--- src/rtl/line_buffer_ctrl_pkg.sv ---
// Shared definitions for the line-buffer sequencer and the window blocks that
// consume its coordinates: FSM state encoding and counter width helpers.
package line_buffer_ctrl_pkg;

  typedef enum logic [1:0] {
    ST_IDLE  = 2'd0,
    ST_RUN   = 2'd1,
    ST_FLUSH = 2'd2,
    ST_CLEAR = 2'd3
  } lbc_state_t;

  // Column counter width; a one-pixel line still needs a 1-bit counter.
  function automatic int x_w(input int line_words);
    return (line_words > 1) ? $clog2(line_words) : 1;
  endfunction

  // Row counter width; same floor of one bit.
  function automatic int y_w(input int frame_lines);
    return (frame_lines > 1) ? $clog2(frame_lines) : 1;
  endfunction

endpackage

--- src/rtl/line_buffer_ctrl_win_coord_tracker.sv ---
// Window-centre coordinate tracker: advances a raster (x,y) position on every
// valid window and derives the frame-edge flags used by padding logic.
module win_coord_tracker
  import line_buffer_ctrl_pkg::*;
#(
  parameter int LINE_WORDS  = 10,
  parameter int FRAME_LINES = 8
) (
  input  logic                          clk,
  input  logic                          rst,
  input  logic                          i_clr,
  input  logic                          i_win_valid,
  output logic [x_w(LINE_WORDS)-1:0]    o_win_x,
  output logic [y_w(FRAME_LINES)-1:0]   o_win_y,
  output logic                          o_bdr_top,
  output logic                          o_bdr_bot,
  output logic                          o_bdr_left,
  output logic                          o_bdr_right
);

  localparam int X_W = x_w(LINE_WORDS);
  localparam int Y_W = y_w(FRAME_LINES);
  localparam logic [X_W-1:0] X_LAST = X_W'(LINE_WORDS - 1);
  localparam logic [Y_W-1:0] Y_LAST = Y_W'(FRAME_LINES - 1);

  logic [X_W-1:0] r_out_x;
  logic [Y_W-1:0] r_out_y;

  // Raster position of the current window; moves on after each valid window.
  always_ff @(posedge clk or posedge rst) begin
    if (rst) begin
      r_out_x <= '0;
      r_out_y <= '0;
    end else if (i_clr) begin
      r_out_x <= '0;
      r_out_y <= '0;
    end else if (i_win_valid) begin
      if (r_out_x == X_LAST) begin
        r_out_x <= '0;
        r_out_y <= (r_out_y == Y_LAST) ? '0 : r_out_y + 1'b1;
      end else begin
        r_out_x <= r_out_x + 1'b1;
      end
    end
  end

  assign o_win_x     = r_out_x;
  assign o_win_y     = r_out_y;
  assign o_bdr_top   = i_win_valid && (r_out_y == '0);
  assign o_bdr_bot   = i_win_valid && (r_out_y == Y_LAST);
  assign o_bdr_left  = i_win_valid && (r_out_x == '0);
  assign o_bdr_right = i_win_valid && (r_out_x == X_LAST);

endmodule

--- src/rtl/line_buffer_ctrl.sv ---
// Sequencer for the 2-bank line buffer: writes the incoming raster frame,
// flushes one zero line so the last row's windows emerge, clears the buffer
// between frames and tags buffer outputs with window-centre coordinates.
module line_buffer_ctrl
  import line_buffer_ctrl_pkg::*;
#(
  parameter int DATA_WIDTH  = 8,
  parameter int LINE_WORDS  = 10,
  parameter int FRAME_LINES = 8
) (
  input  logic                          clk,
  input  logic                          rst,
  input  logic                          in_valid,
  input  logic                          in_sof,
  input  logic [DATA_WIDTH-1:0]         in_data,
  output logic                          in_ready,
  output logic                          lb_en,
  output logic [DATA_WIDTH-1:0]         lb_din,
  output logic                          lb_rst,
  input  logic                          lb_valid,
  output logic [x_w(LINE_WORDS)-1:0]    win_x,
  output logic [y_w(FRAME_LINES)-1:0]   win_y,
  output logic                          win_valid,
  output logic                          bdr_top,
  output logic                          bdr_bot,
  output logic                          bdr_left,
  output logic                          bdr_right,
  output logic                          frame_done,
  output logic                          sof_err
);

  localparam int X_W = x_w(LINE_WORDS);
  localparam int Y_W = y_w(FRAME_LINES);
  localparam logic [X_W-1:0] X_LAST = X_W'(LINE_WORDS - 1);
  localparam logic [Y_W-1:0] Y_LAST = Y_W'(FRAME_LINES - 1);

  lbc_state_t     r_state, w_next;
  logic [X_W-1:0] r_in_x;
  logic [Y_W-1:0] r_in_y;
  logic           r_lb_rst, r_frame_done, r_sof_err;
  logic           w_wr, w_abort, w_flush_end, w_last_px, w_active;

  assign w_last_px = (r_in_x == X_LAST) && (r_in_y == Y_LAST);

  // Next state, handshake and buffer write controls.
  always_comb begin
    w_next      = r_state;
    in_ready    = 1'b0;
    w_wr        = 1'b0;
    w_abort     = 1'b0;
    w_flush_end = 1'b0;
    lb_en       = 1'b0;
    lb_din      = '0;
    case (r_state)
      ST_IDLE: begin
        in_ready = 1'b1;
        if (in_valid && in_sof) begin
          w_wr   = 1'b1;
          lb_din = in_data;
          w_next = ST_RUN;
        end
      end
      ST_RUN: begin
        in_ready = 1'b1;
        lb_din   = in_data;
        if (in_valid) begin
          // An SOF anywhere but the first pixel position aborts the frame.
          if (in_sof && ((r_in_x != '0) || (r_in_y != '0))) begin
            w_abort = 1'b1;
            w_next  = ST_CLEAR;
          end else begin
            w_wr = 1'b1;
            if (w_last_px) w_next = ST_FLUSH;
          end
        end
      end
      ST_FLUSH: begin
        lb_en = 1'b1;
        if (r_in_x == X_LAST) begin
          w_flush_end = 1'b1;
          w_next      = ST_CLEAR;
        end
      end
      ST_CLEAR: w_next = ST_IDLE;
      default:  w_next = ST_IDLE;
    endcase
    if (w_wr) lb_en = 1'b1;
  end

  // State register.
  always_ff @(posedge clk or posedge rst) begin
    if (rst) r_state <= ST_IDLE;
    else     r_state <= w_next;
  end

  // Input raster counters; in_x doubles as the flush column counter since it
  // has wrapped to zero when the last pixel of the frame is accepted.
  always_ff @(posedge clk or posedge rst) begin
    if (rst) begin
      r_in_x <= '0;
      r_in_y <= '0;
    end else if (r_state == ST_CLEAR) begin
      r_in_x <= '0;
      r_in_y <= '0;
    end else if (w_wr || (r_state == ST_FLUSH)) begin
      if (r_in_x == X_LAST) begin
        r_in_x <= '0;
        if (w_wr) r_in_y <= (r_in_y == Y_LAST) ? '0 : r_in_y + 1'b1;
      end else begin
        r_in_x <= r_in_x + 1'b1;
      end
    end
  end

  // Registered one-cycle pulses, all coincident with the CLEAR cycle.
  always_ff @(posedge clk or posedge rst) begin
    if (rst) begin
      r_lb_rst     <= 1'b0;
      r_frame_done <= 1'b0;
      r_sof_err    <= 1'b0;
    end else begin
      r_lb_rst     <= (w_next == ST_CLEAR);
      r_frame_done <= w_flush_end;
      r_sof_err    <= w_abort;
    end
  end

  assign lb_rst     = r_lb_rst;
  assign frame_done = r_frame_done;
  assign sof_err    = r_sof_err;

  assign w_active  = (r_state == ST_RUN) || (r_state == ST_FLUSH);
  assign win_valid = lb_valid && w_active;

  win_coord_tracker #(
    .LINE_WORDS  (LINE_WORDS),
    .FRAME_LINES (FRAME_LINES)
  ) u_trk (
    .clk         (clk),
    .rst         (rst),
    .i_clr       (r_state == ST_CLEAR),
    .i_win_valid (win_valid),
    .o_win_x     (win_x),
    .o_win_y     (win_y),
    .o_bdr_top   (bdr_top),
    .o_bdr_bot   (bdr_bot),
    .o_bdr_left  (bdr_left),
    .o_bdr_right (bdr_right)
  );

endmodule

--- config.mk ---
export PLATFORM = sky130hd
export DESIGN_NAME = line_buffer_ctrl
export DESIGN_NICKNAME = d
export VERILOG_FILES = /design/src/rtl/line_buffer_ctrl_pkg.sv /design/src/rtl/line_buffer_ctrl_win_coord_tracker.sv /design/src/rtl/line_buffer_ctrl.sv
export SDC_FILE = /design/constraint.sdc
export NUM_CORES = 1
export LEC_CHECK = 0
export CORE_UTILIZATION = 51
export CTS_CLUSTER_SIZE = 12
export DETAILED_ROUTE_END_ITERATION = 12
export GPL_ROUTABILITY_DRIVEN = 0
export PLACE_DENSITY = 0.95
export SLEW_MARGIN = 20
export SYNTH_ARGS = -nofsm -noshare
export SYNTH_HDL_FRONTEND = slang
export SYNTH_HIERARCHICAL = 1
export SYNTH_SLANG_ARGS = --single-unit
--- constraint.sdc ---
create_clock -name clk -period 3 [get_ports clk]
set_clock_uncertainty 0.2 [all_clocks]
set_input_delay 0.3 -clock clk [delete_from_list [all_inputs] [get_ports clk]]
set_output_delay 0.3 -clock clk [all_outputs]
set_load 0.01 [all_outputs]
==> results by group <==
Floorplan
  • I/O pin count: 38
  • Die ar.: 0.00287 mm²
  • Die Ht: 53.6 µm
  • Num rows: 18
  • Die extent in x: 53.6 µm
  • Floorplan core area: 0.00250 mm²
  • Initial Utilization: 0.543

GRT
  • Total global routing track utilization: 0.253
  • Initial antenna violation count: 0
  • Wire length of the first global-routing pass: 5110 µm
  • Largest net degree at the start of global routing: 13
  • Grt ovf: 0
  • Vias in the first global route: 1161

Drt
  • Drt pass-1 iters: 4
  • Vias/cell: 5.48
  • Routed wire per std cell: 15.2 µm
  • Post-route ant nets: 0
  • Initial DRC count: 27
  • Final wirelength: 3220 µm
  • DRC: 0
  • Vias: 1156

Logic synthesis
  • EDFF count, synth: 0
  • Synth Area in Compound Gates: 0.120
  • Synth cell count leaders: dfrtp_1 (19), ha_1 (16), inv_1 (16)
  • Synth Area in XOR/XNOR: 0.00645
  • Synthesized area: 0.00136 mm²
  • Most common cell in the netlist: dfrtp_1
  • Post-synth top area cell: dfrtp_1
  • Synth top area share: 0.350
  • Syn. warnings: 6
  • Sequential element share of the synthesized area: 0.350
  • Yosys cell types: 39
  • #FFs+latches synth: 19
  • Main combinational cell family by area after synthesis: simple AND/OR/NAND/NOR gates
  • Post-synthesis simple-gate area fraction: 0.255
  • Mux contribution to synthesized area: 0.0590
  • Async SR Flop Fraction: 1.00
  • Synth Flop Type: dfrtp_1
  • Mapped Nets: 171
  • Adder-Cell Fraction of Synth Area: 0.147
  • Syn avg cell area: 9.56 µm²
  • Top cells by area in the synthesized netlist: dfrtp_1 (35%), ha_1 (15%), nor2b_1 (4.6%), inv_1 (4.4%), nand2_1 (4.1%)
  • Post-Synthesis Cells: 142

Placement
  • Dpl hpwl: 2470 µm
  • Number of port buffers: 37

Worst hold path
  • Worst hold-check path type: in -> async

Clock tree
  • Clock-pin slew on the worst setup and hold paths: 0.11 ns
  • Post-CTS Resized: 0
  • CTS root buf: clkbuf_4
  • H-tree Lvls: 1
  • Post-CTS Setup Bufs: 0
  • TritonCTS sink count: 19
  • Clk_lat worst skew: 0.31 ns
  • Hold bufs inserted after CTS: 0
  • CTS tree: done
  • Max clock buf depth: 2
  • CTS buffer count: 3

Worst setup path
  • CP endpoint kind: primary output
  • Startpoint types: flip-flop
  • Worst setup path category: reg -> out
  • Data required, critical path: 2.50 ns
  • CP max-delay cell: clkdlybuf4s50_1
  • Max incr delay on CP: 0.56 ns
  • Crit-path cells: inv_1 > ha_1 > or3b_4 > nor3_2 > o31a_2 > clkdlybuf4s50_1
  • Worst EP arrival: 2.36 ns
  • Launching point of the worst reg2reg path: r_state[1]
  • Top cell family by delay on the critical path: buffers and inverters
  • Buf/Inv on CP: 2
  • Max FO, Critical Path: 6
  • Crit path launch: r_in_x[1]

STA
  • Worst-margin pin slew: 0.505 ns
  • Final hold violations: 0
  • Pins Over Slew Limit: 0
  • Final TNS setup: 0 ns
  • Min Tclk post-route: 2.86 ns
  • Fmax: 350 MHz
  • Max-slew headroom: 0.663
  • Unrepaired setup endpoints after global routing: no
  • Final period util: 0.953
  • Final setup fails: 0

Finish
  • Diode count: 0
  • Layout Utilization: 0.712
  • Nets@finish: 211
  • Area grow syn2layout: 31.1%
  • Share of layout cells above drive strength 1: 0.110

Power and ir drop
  • Power, Total: 1560 µW
  • P_leak: 0.000875 µW
  • Pwr Density: 874 mW/mm²
  • Worst vdd ir: 0.620 mV

Status
  • Status: finished, final reports clean

Job
  • # Max-Cap Violations: 0
-- layout by cell type, fill, tap and decap left out, types with 2 or more instances in the layout --
| cell | Yosys | routed |
|---|---|---|
| dfrtp_1 | 19 | 19 |
| nor3_1 | 2 | 2 |
| inv_1 | 16 | 16 |
| nand2b_1 | 4 | 4 |
| clkdlybuf4s50_1 | 0 | 37 |
| a31oi_1 | 3 | 3 |
| nor2_1 | 11 | 10 |
| and2_1 | 4 | 3 |
| nand3_1 | 3 | 3 |
| clkbuf_4 | 1 | 3 |
| ha_1 | 16 | 16 |
| mux2_4 | 2 | 2 |
| nand2_1 | 15 | 15 |
| o21ai_0 | 3 | 3 |
| nor2b_1 | 10 | 10 |
| a21oi_1 | 4 | 4 |
| mux2i_1 | 5 | 5 |
| nand3b_1 | 2 | 2 |
-- state kept, by name (all words and copies together), names as in the netlist --
signal and cells:
r_in_x 4, r_in_y 3, r_state 2, u_trk/o_win_x 4
lb_rst 1, frame_done 1, sof_err 1, u_trk/o_win_y 3
-- final cells by class --
type | count | area, µm²
multi-input cells | 104 | 802
fillers | 176 | 721
flip-flops and latches | 19 | 475
repair buffers | 38 | 378
inverters | 16 | 60.1
well taps | 30 | 37.5
clock buffers | 4 | 26.3
-- metrics by stage --
step	hold slack, ns	setup WS (ns)	cells	instance area, µm²
after CTS	0.0718	0.0746	211	1780
after global routing	0.0858	0.0306	211	1780
after global placement	0.321	0.530	207	1750
final	0.0487	0.140	211	1780
after floorplan	-0.0966	1.00	142	1360
after detailed placement	0.332	0.418	207	1750
-- cells by family after synthesis --
family | count (synthesis)
AOI/OAI and AO/OA | 21
xor gates and xnor gates | 1
adders and majority gates | 16
buffers and inverters | 19
DFF | 19
muxes | 7
and+or+nand+nor | 59
-- report_power, final --
group / internal [µW] / switching [µW]
logic: 484 / 459
registers: 347 / 130
clock network: 52.0 / 83.8
-- routing by layer --
layer  up-vias  global-route usage  share of wire
met4         0               0.118          0.014
met1       572               0.283           0.42
met3         7              0.0367          0.023
met5         -                   0              0
li1        554                   -              -
met2        23               0.465           0.55
-- path summary, 6_finish.rpt --
path / end / slack [ns] / cells past startpoint
worst min-delay path: u_trk/o_win_y[0] / 0.05 / 2
worst min register to register: r_in_y[2] / 0.38 / 1
worst max-delay path: lb_en / 0.14 / 6
max in group asynchronous: sof_err / 2.11 / 2
min in group clk: r_in_y[2] / 0.38 / 1
worst max register to register: r_in_y[0] / 0.75 / 7
Power figures use the tool's default switching activity.
